File: config.mk
export PLATFORM = sky130hd
export DESIGN_NAME = lcd_ci_sequencer
export DESIGN_NICKNAME = d
export VERILOG_FILES = /design/src/rtl/lcd_ci_sequencer.sv
export SDC_FILE = /design/constraint.sdc
export NUM_CORES = 1
export LEC_CHECK = 0
export ABC_CLOCK_PERIOD_IN_PS = 2800
export BUFFER_PORTS_ARGS = -buffer_cell sky130_fd_sc_hd__buf_4
export CAP_MARGIN = 10
export CORE_MARGIN = 1
export CORE_UTILIZATION = 49
export CTS_BUF_LIST = sky130_fd_sc_hd__clkbuf_4 sky130_fd_sc_hd__clkbuf_8 sky130_fd_sc_hd__clkbuf_16
export DETAILED_ROUTE_END_ITERATION = 8
export MAX_ROUTING_LAYER = met4
export PLACE_DENSITY = 0.81
export SLEW_MARGIN = 30
export SYNTH_ARGS = -nofsm -noshare
export SYNTH_HDL_FRONTEND = slang
export SYNTH_SLANG_ARGS = --single-unit
File: constraint.sdc
create_clock -name clk -period 2.8 [get_ports clk]
set_clock_uncertainty 0.05 [all_clocks]
set_input_delay 0.28 -clock clk [delete_from_list [all_inputs] [get_ports clk]]
set_output_delay 0.28 -clock clk [all_outputs]
set_load 0.02 [all_outputs]
File: src/rtl/lcd_ci_sequencer.sv
// lcd_ci_sequencer: Nios II multi-cycle custom instruction driving an
// HD44780 character LCD over an 8-bit bus (write, data, init, status).
// Ports: clk, reset (async, high), clk_en, start, dataa[7:0]=byte,
//   datab[1:0]=mode (00 cmd, 01 data, 10 init, 11 status), result, done,
//   lcd_enable, lcd_rs, lcd_rw (always 0), lcd_data.
module lcd_ci_sequencer #(
    parameter int unsigned SETUP_CYCLES      = 2,
    parameter int unsigned EN_PULSE_CYCLES   = 25,
    parameter int unsigned HOLD_CYCLES       = 2,
    parameter int unsigned CMD_WAIT_CYCLES   = 2000,
    parameter int unsigned CLEAR_WAIT_CYCLES = 82000,
    parameter int unsigned POWERUP_CYCLES    = 750000,
    parameter logic [7:0]  INIT_FUNC         = 8'h38,
    parameter logic [7:0]  INIT_DISP         = 8'h0C,
    parameter logic [7:0]  INIT_ENTRY        = 8'h06
) (
    input  logic        clk,
    input  logic        reset,
    input  logic        clk_en,
    input  logic        start,
    input  logic [31:0] dataa,
    input  logic [31:0] datab,
    output logic [31:0] result,
    output logic        done,
    output logic        lcd_enable,
    output logic        lcd_rs,
    output logic        lcd_rw,
    output logic [7:0]  lcd_data
);

    function automatic int unsigned max2(input int unsigned a,
                                         input int unsigned b);
        return (a > b) ? a : b;
    endfunction

    localparam int unsigned MAXW =
        max2(max2(max2(SETUP_CYCLES, EN_PULSE_CYCLES), max2(HOLD_CYCLES,
        CMD_WAIT_CYCLES)), max2(CLEAR_WAIT_CYCLES, POWERUP_CYCLES));
    localparam int CW = $clog2(MAXW + 1);

    typedef enum logic [2:0] {
        IDLE, PWRUP, SETUP, PULSE, HOLD, WAIT, NEXT, FINISH
    } state_t;

    state_t      r_state, w_state_n;
    logic [CW-1:0] r_cnt, w_cnt_n;
    logic [1:0]  r_step, w_step_n;
    logic [1:0]  r_mode, w_mode_n;
    logic        r_init, w_init_n;
    logic        r_en, w_en_n;
    logic        r_rs, w_rs_n;
    logic        r_done, w_done_n;
    logic [7:0]  r_data, w_data_n;
    logic [31:0] r_result, w_result_n;
    logic [CW-1:0] w_wait_last;
    logic        w_unused;

    // Terminal count for an N-edge interval (counter starts at 0).
    function automatic logic [CW-1:0] last(input int unsigned n);
        return CW'(n - 1);
    endfunction

    function automatic logic [7:0] init_byte(input logic [1:0] s);
        case (s)
            2'd0:    return INIT_FUNC;
            2'd1:    return INIT_DISP;
            2'd2:    return 8'h01;
            default: return INIT_ENTRY;
        endcase
    endfunction

    // Clear / return-home commands need the long execution wait.
    assign w_wait_last = (!r_rs && (r_data == 8'h01 || r_data == 8'h02))
                       ? last(CLEAR_WAIT_CYCLES) : last(CMD_WAIT_CYCLES);

    always_comb begin
        w_state_n  = r_state;
        w_cnt_n    = r_cnt;
        w_step_n   = r_step;
        w_mode_n   = r_mode;
        w_init_n   = r_init;
        w_en_n     = r_en;
        w_rs_n     = r_rs;
        w_done_n   = r_done;
        w_data_n   = r_data;
        w_result_n = r_result;
        if (clk_en) begin
            unique case (r_state)
                IDLE: begin
                    if (start) begin
                        w_mode_n = datab[1:0];
                        w_cnt_n  = '0;
                        unique case (datab[1:0])
                            2'b00, 2'b01: begin
                                w_rs_n    = datab[0];
                                w_data_n  = dataa[7:0];
                                w_state_n = SETUP;
                            end
                            2'b10: begin
                                w_step_n  = 2'd0;
                                w_state_n = PWRUP;
                            end
                            default: begin
                                // Status passes through NEXT so done
                                // lands one edge after start.
                                w_result_n = {31'b0, r_init};
                                w_state_n  = NEXT;
                            end
                        endcase
                    end
                end
                PWRUP: begin
                    if (r_cnt == last(POWERUP_CYCLES)) begin
                        w_cnt_n   = '0;
                        w_rs_n    = 1'b0;
                        w_data_n  = init_byte(2'd0);
                        w_state_n = SETUP;
                    end else begin
                        w_cnt_n = r_cnt + 1'b1;
                    end
                end
                SETUP: begin
                    if (r_cnt == last(SETUP_CYCLES)) begin
                        w_cnt_n   = '0;
                        w_en_n    = 1'b1;
                        w_state_n = PULSE;
                    end else begin
                        w_cnt_n = r_cnt + 1'b1;
                    end
                end
                PULSE: begin
                    if (r_cnt == last(EN_PULSE_CYCLES)) begin
                        w_cnt_n   = '0;
                        w_en_n    = 1'b0;
                        w_state_n = HOLD;
                    end else begin
                        w_cnt_n = r_cnt + 1'b1;
                    end
                end
                HOLD: begin
                    if (r_cnt == last(HOLD_CYCLES)) begin
                        w_cnt_n   = '0;
                        w_state_n = WAIT;
                    end else begin
                        w_cnt_n = r_cnt + 1'b1;
                    end
                end
                WAIT: begin
                    if (r_cnt == w_wait_last) begin
                        w_cnt_n = '0;
                        if (r_mode == 2'b10) begin
                            w_state_n = NEXT;
                        end else begin
                            w_done_n   = 1'b1;
                            w_result_n = '0;
                            w_state_n  = FINISH;
                        end
                    end else begin
                        w_cnt_n = r_cnt + 1'b1;
                    end
                end
                NEXT: begin
                    if (r_mode == 2'b11) begin
                        w_done_n  = 1'b1;
                        w_state_n = FINISH;
                    end else if (r_step == 2'd3) begin
                        w_init_n   = 1'b1;
                        w_done_n   = 1'b1;
                        w_result_n = '0;
                        w_state_n  = FINISH;
                    end else begin
                        w_step_n  = r_step + 2'd1;
                        w_rs_n    = 1'b0;
                        w_data_n  = init_byte(r_step + 2'd1);
                        w_state_n = SETUP;
                    end
                end
                FINISH: begin
                    w_done_n  = 1'b0;
                    w_state_n = IDLE;
                end
                default: w_state_n = IDLE;
            endcase
        end
    end

    always_ff @(posedge clk or posedge reset) begin
        if (reset) begin
            r_state  <= IDLE;
            r_cnt    <= '0;
            r_step   <= '0;
            r_mode   <= '0;
            r_init   <= 1'b0;
            r_en     <= 1'b0;
            r_rs     <= 1'b0;
            r_done   <= 1'b0;
            r_data   <= '0;
            r_result <= '0;
        end else begin
            r_state  <= w_state_n;
            r_cnt    <= w_cnt_n;
            r_step   <= w_step_n;
            r_mode   <= w_mode_n;
            r_init   <= w_init_n;
            r_en     <= w_en_n;
            r_rs     <= w_rs_n;
            r_done   <= w_done_n;
            r_data   <= w_data_n;
            r_result <= w_result_n;
        end
    end

    assign result     = r_result;
    assign done       = r_done;
    assign lcd_enable = r_en;
    assign lcd_rs     = r_rs;
    assign lcd_rw     = 1'b0;
    assign lcd_data   = r_data;
    assign w_unused   = ^{dataa[31:8], datab[31:2]};

endmodule

Yosys cells after proc, flatten, opt, wreduce, memory -nomap -nowiden
Index checks and enable logic that the tools add are counted.

word-level totals
  flip-flop bits (word level) = 71
  input bits = 68
  output and inout port bits = 44
  logic and storage cells = 122

cells by class
  $add $sub $neg = 2
  eq/ne operators = 34
  mux-type cells = 51
  bitwise logic cells = 1
  reductions and logical operators = 24

operator list
  cell                     number
  $mux W32                 6
  $mux W20                 5
  $pmux W20 S5             1
  $pmux W32 S3             1
  $mux W8                  5
  $mux W3                  8
  $pmux W3 S8              1
  $pmux W8 S3              1
  $ne A2 B2 Y1 const B     11
  $add A20 B1 Y20 const B  1
  $eq A20 B1 Y1 const B    1
  $eq A20 B17 Y1           1
  $eq A20 B20 Y1 const B   1
  $eq A20 B5 Y1 const B    1
  $pmux W6 S3              1
  $mux W17                 1
  $reduce_and A7 Y1        2
  $eq A3 B3 Y1 const B     4
  $mux W1                  12
  $eq A2 B2 Y1 const B     5
  $reduce_bool A3 Y1       3
  $eq A8 B1 Y1 const B     1
  $eq A8 B2 Y1 const B     1
  $mux W2                  4
  other kinds (25)         34

Depth between registers and ports, before layout
  depth in word-level cells = 7
  mapped depth = 9
  mapped depth without buffers = 7

Least setup slack after synthesis
No wires, ideal clock.

  path kind = register -> register
  start = register r_cnt[18]
  end = register r_state[1]
  library setup time = 0.077 ns
  arrival time = 2.301 ns
  required time = 2.673 ns
  path slack = 0.372 ns
  cell stages (with the launch flop) = 7
  buffers on the path = 0
  period minus slack after synthesis = 2.428 ns
  cells stage by stage = dfrtp_1 or4_4 or3_4 o31ai_4 o211ai_2 or4_1 o21ai_1

on the way
  cells in the longest elaborated chain, start to end = 3
  elaborated cells between the ends (all ways) = 10
  those cells by class = eq/ne: 9; reduce/logical: 1

RTL lines
  item                                         RTL line  RTL
  start, declared                              46        logic [CW-1:0] r_cnt, w_cnt_n;
  start signal, assigned                       201       r_cnt <= w_cnt_n;
  $eq A20 B5 Y1, or another cell as far along  132       if (r_cnt == last(EN_PULSE_CYCLES)) begin
  $ne A2 B2 Y1 (no source line)                -
  $reduce_and A7 Y1 (no source line) *         -
  end signal, assigned                         200       r_state <= w_state_n;
  end, declared                                45        state_t r_state, w_state_n;

Mark *: on every way between the ends. The rest lies on a longest branch, timed or not.
A chain may end at the register's enable or synchronous reset.

Final worst setup path
  start = register r_cnt[15]
  end = register r_cnt[19]

on the way
  cells in the longest elaborated chain, start to end = 3
  elaborated cells between the ends (all ways) = 10
  those cells by class = add/sub: 1; eq/ne: 4; mux: 5

RTL lines
  item                                           RTL line  RTL
  $add A20 B1 Y20, or another cell as far along  -
  $mux W20, on equally long branches             -
  $pmux W20 S5 *                                 88        unique case (r_state)

Marks and branches as above.

==> results.cfg <==
[synthesis]
ys_seq_elements = 40
syn-cell-area_mm2 = 0.002811
yosysWarnings = 0
syn_inst = 341
ys_seq_area_share_pct = 35.60
avgSynthCellArea_um2 = 8.245
synthFlopType = dfrtp_1
synth_cell_types = 51
synth_edf_count = 0
async_flop_share_pct = 100.0

[worst_setup_path]
critPathBufInv = 1
cp_num_cells = 7
cp-end-kind = register
crit_type = register to register
endpoint = r_cnt[19]$_DFFE_PP0P_
critical-path-top-delay-family = simple AND/OR/NAND/NOR gates
cp_max_fo = 8
r2r_start = r_cnt[15]$_DFFE_PP0P_
timing.rr.end = r_cnt[19]$_DFFE_PP0P_
r2r_setup_slack_ps = 120
crit_chain = or4_4 -> or3_4 -> o31ai_4 -> o211ai_2 -> buf_4 -> nor2_1 -> o31ai_1
startpoint_type = register
reg2reg_depth = 7
cp_data_required_time_ps = 2910
crit_arrival_ps = 2790
crit_path_start = r_cnt[15]$_DFFE_PP0P_
cp_slowest_cell = or4_4
max_stage_delay_ps = 510

[timing]
rsz0062_at_grt = no
hold_viol = 0
hold_ws_ps = 60.61
timing.fmax_mhz = 373.7
drv_slew = 0
finalSetupViolCount = 0
period_needed_ps = 2676
fin_crit_sh_pct = 95.56
setup_tns_ps = 0
slew_headroom_pct = 64.20
worstMarginPinSlew_ps = 532.1

[drt]
firstDrtPassIters = 4
ant_nets = 0
first_iter_violations = 215
drc = 0
routed_wirelength_um = 6288
viasPerCell = 5.504
wl_per_cell_um = 14.04
vias = 2466

[clock_tree]
insertion_delay_ps = 300
cts_made_buffers = 5
clkSlewWorstSetupHoldPaths_ps = 80
max-clock-path-buffers = 2
post-cts-setup-buffers = 0
cts_tree = done
clock_sinks = 40
htree_levels = 2
hold_buffers = 0
clockRootBuffer = clkbuf_8
cts-resized-gates = 0

[power_and_ir_drop]
irDropWorstVdd_mv = 0.3608
powerDensity_mw_per_mm2 = 822.4
p_total_w = 0.002588
p_leak_nw = 1.503

[global_route]
met3_usage_pct = 6.000
grt_max_degree = 41
grt_overflow = 0
antenna_found_initial = 0
grt_usage_pct = 23.19
grt_util_met2_pct = 38.14
grt_first_pass_wirelength_um = 10780
grt-busiest-layer = met2
grt_use_met1_pct = 27.84
grt_pass1_vias = 2342

[min_path]
hold_path.class = input port to async pin

[outcome]
status = complete, no violations

[finish]
nets = 451
drive_gt1_share_pct = 17.55
diodes = 0
area_delta_synth_final_pct = 11.93

[floorplan]
coreArea_mm2 = 0.005507
die_width_um = 77.75
initial_utilization_pct = 51.06
die_area_mm2 = 0.006044
ios = 112
rows = 27
die_h_um = 77.75

[placement]
io_buffers = 25
gp_congestion = 0.8270
hpwlAfterDp_um = 4559

[run]
maxCapViolations = 0
[layout make-up]
cell class,count,area [µm²]
fill,515,2360
multi-input combinational,270,1573
sequential,40,1001
timing repair buffer,44,330.3
clock buffer,7,96.34
tap,72,90.09
inverter,15,56.30
[layout by cell type, fill, tap and decap left out, types with 7 or more instances in the layout]
cell type and n:
clkbuf_8 7, a21oi_1 9, and2_1 7, nand2_1 59, nor2_1 25, dfrtp_1 40, buf_4 44, conb_1 32
o221ai_1 7, o21ai_0 18, ha_1 7, nand3_1 16, inv_1 15
[cell families (layout without fill, tap and decap cells)]
logic type	Yosys count	count (layout)	share of synthesized area, %
xor+xnor	8	8	2.492
fa+ha+maj	7	7	3.115
buf+inv	62	66	12.59
other cells	1	32	0.1334
mux	12	12	4.539
compound gates	61	61	15.62
flops	40	40	35.60
simple gates	150	150	25.90
[cell usage after synthesis (all sizes together), types with 6 or more instances]
library cell	instances	area [µm²]
mux2i	6	60.06
o221ai	7	61.31
ha	7	87.58
and2	7	43.79
nor3	6	30.03
dfrtp	40	1001
nand3	17	90.09
nor2	25	93.84
a21oi	9	45.04
clkbuf	13	48.80
buf	34	249.0
o31ai	7	66.31
nor4	6	37.54
inv	15	56.30
o21ai	19	95.09
nand2b	6	37.54
mux2	6	67.56
nand2	59	221.5
[worst min-delay path by stage]
stage / end / slack (ps) / cells past startpoint
floorplan: lcd_data[6]$_DFFE_PP0P_ / 360 / 2
global placement: lcd_rs$_DFFE_PP0P_ / 410 / 3
detailed placement: lcd_data[4]$_DFFE_PP0P_ / 400 / 3
CTS: r_cnt[2]$_DFFE_PP0P_ / 70 / 3
global route: r_cnt[2]$_DFFE_PP0P_ / 110 / 3
finish: lcd_data[1]$_DFFE_PP0P_ / 60 / 3
[worst reg2reg max path: cells and delay by family (launching register included)]
| kind | cells | cell delay [ps] |
|---|---|---|
| DFF | 1 | 450 |
| and+or+nand+nor | 3 | 1210 |
| buffers and inverters | 1 | 210 |
| AOI/OAI and AO/OA | 3 | 630 |
[per-layer routing]
metal,vias up,part of all wire (%)
met5,-,0
met4,0,1.4
met2,92,48
li1,1189,-
met3,8,6.8
met1,1177,44
[registers in the layout, summed over array words and instances, names as in the netlist]
signal / count
r_state: 3
r_mode: 2
r_step: 2
lcd_enable: 1
done: 1
lcd_data: 8
result: 1
r_init: 1
r_cnt: 20
lcd_rs: 1
[stage by stage]
step                instance area [µm²]  std cells  utilization, %  worst slack (ps)
floorplan                          2928        372               -             372.3
global placement                   3050        441           55.40             169.1
detailed placement                 3050        441           55.40             133.5
CTS                                3147        448           57.15             126.7
global route                       3147        448           57.15             25.84
finish                             3147        448           57.15             124.2
[power breakdown]
group | total (W) | leakage, nW | switching (W) | internal (W)
sequential | 0.000916 | 0.520 | 0.000196 | 0.000720
clock | 0.000421 | 0.0503 | 0.000202 | 0.000220
combinational | 0.00125 | 0.933 | 0.000733 | 0.000518
total | 0.00259 | 1.50 | 0.00113 | 0.00146
Power figures use the tool's default switching activity.
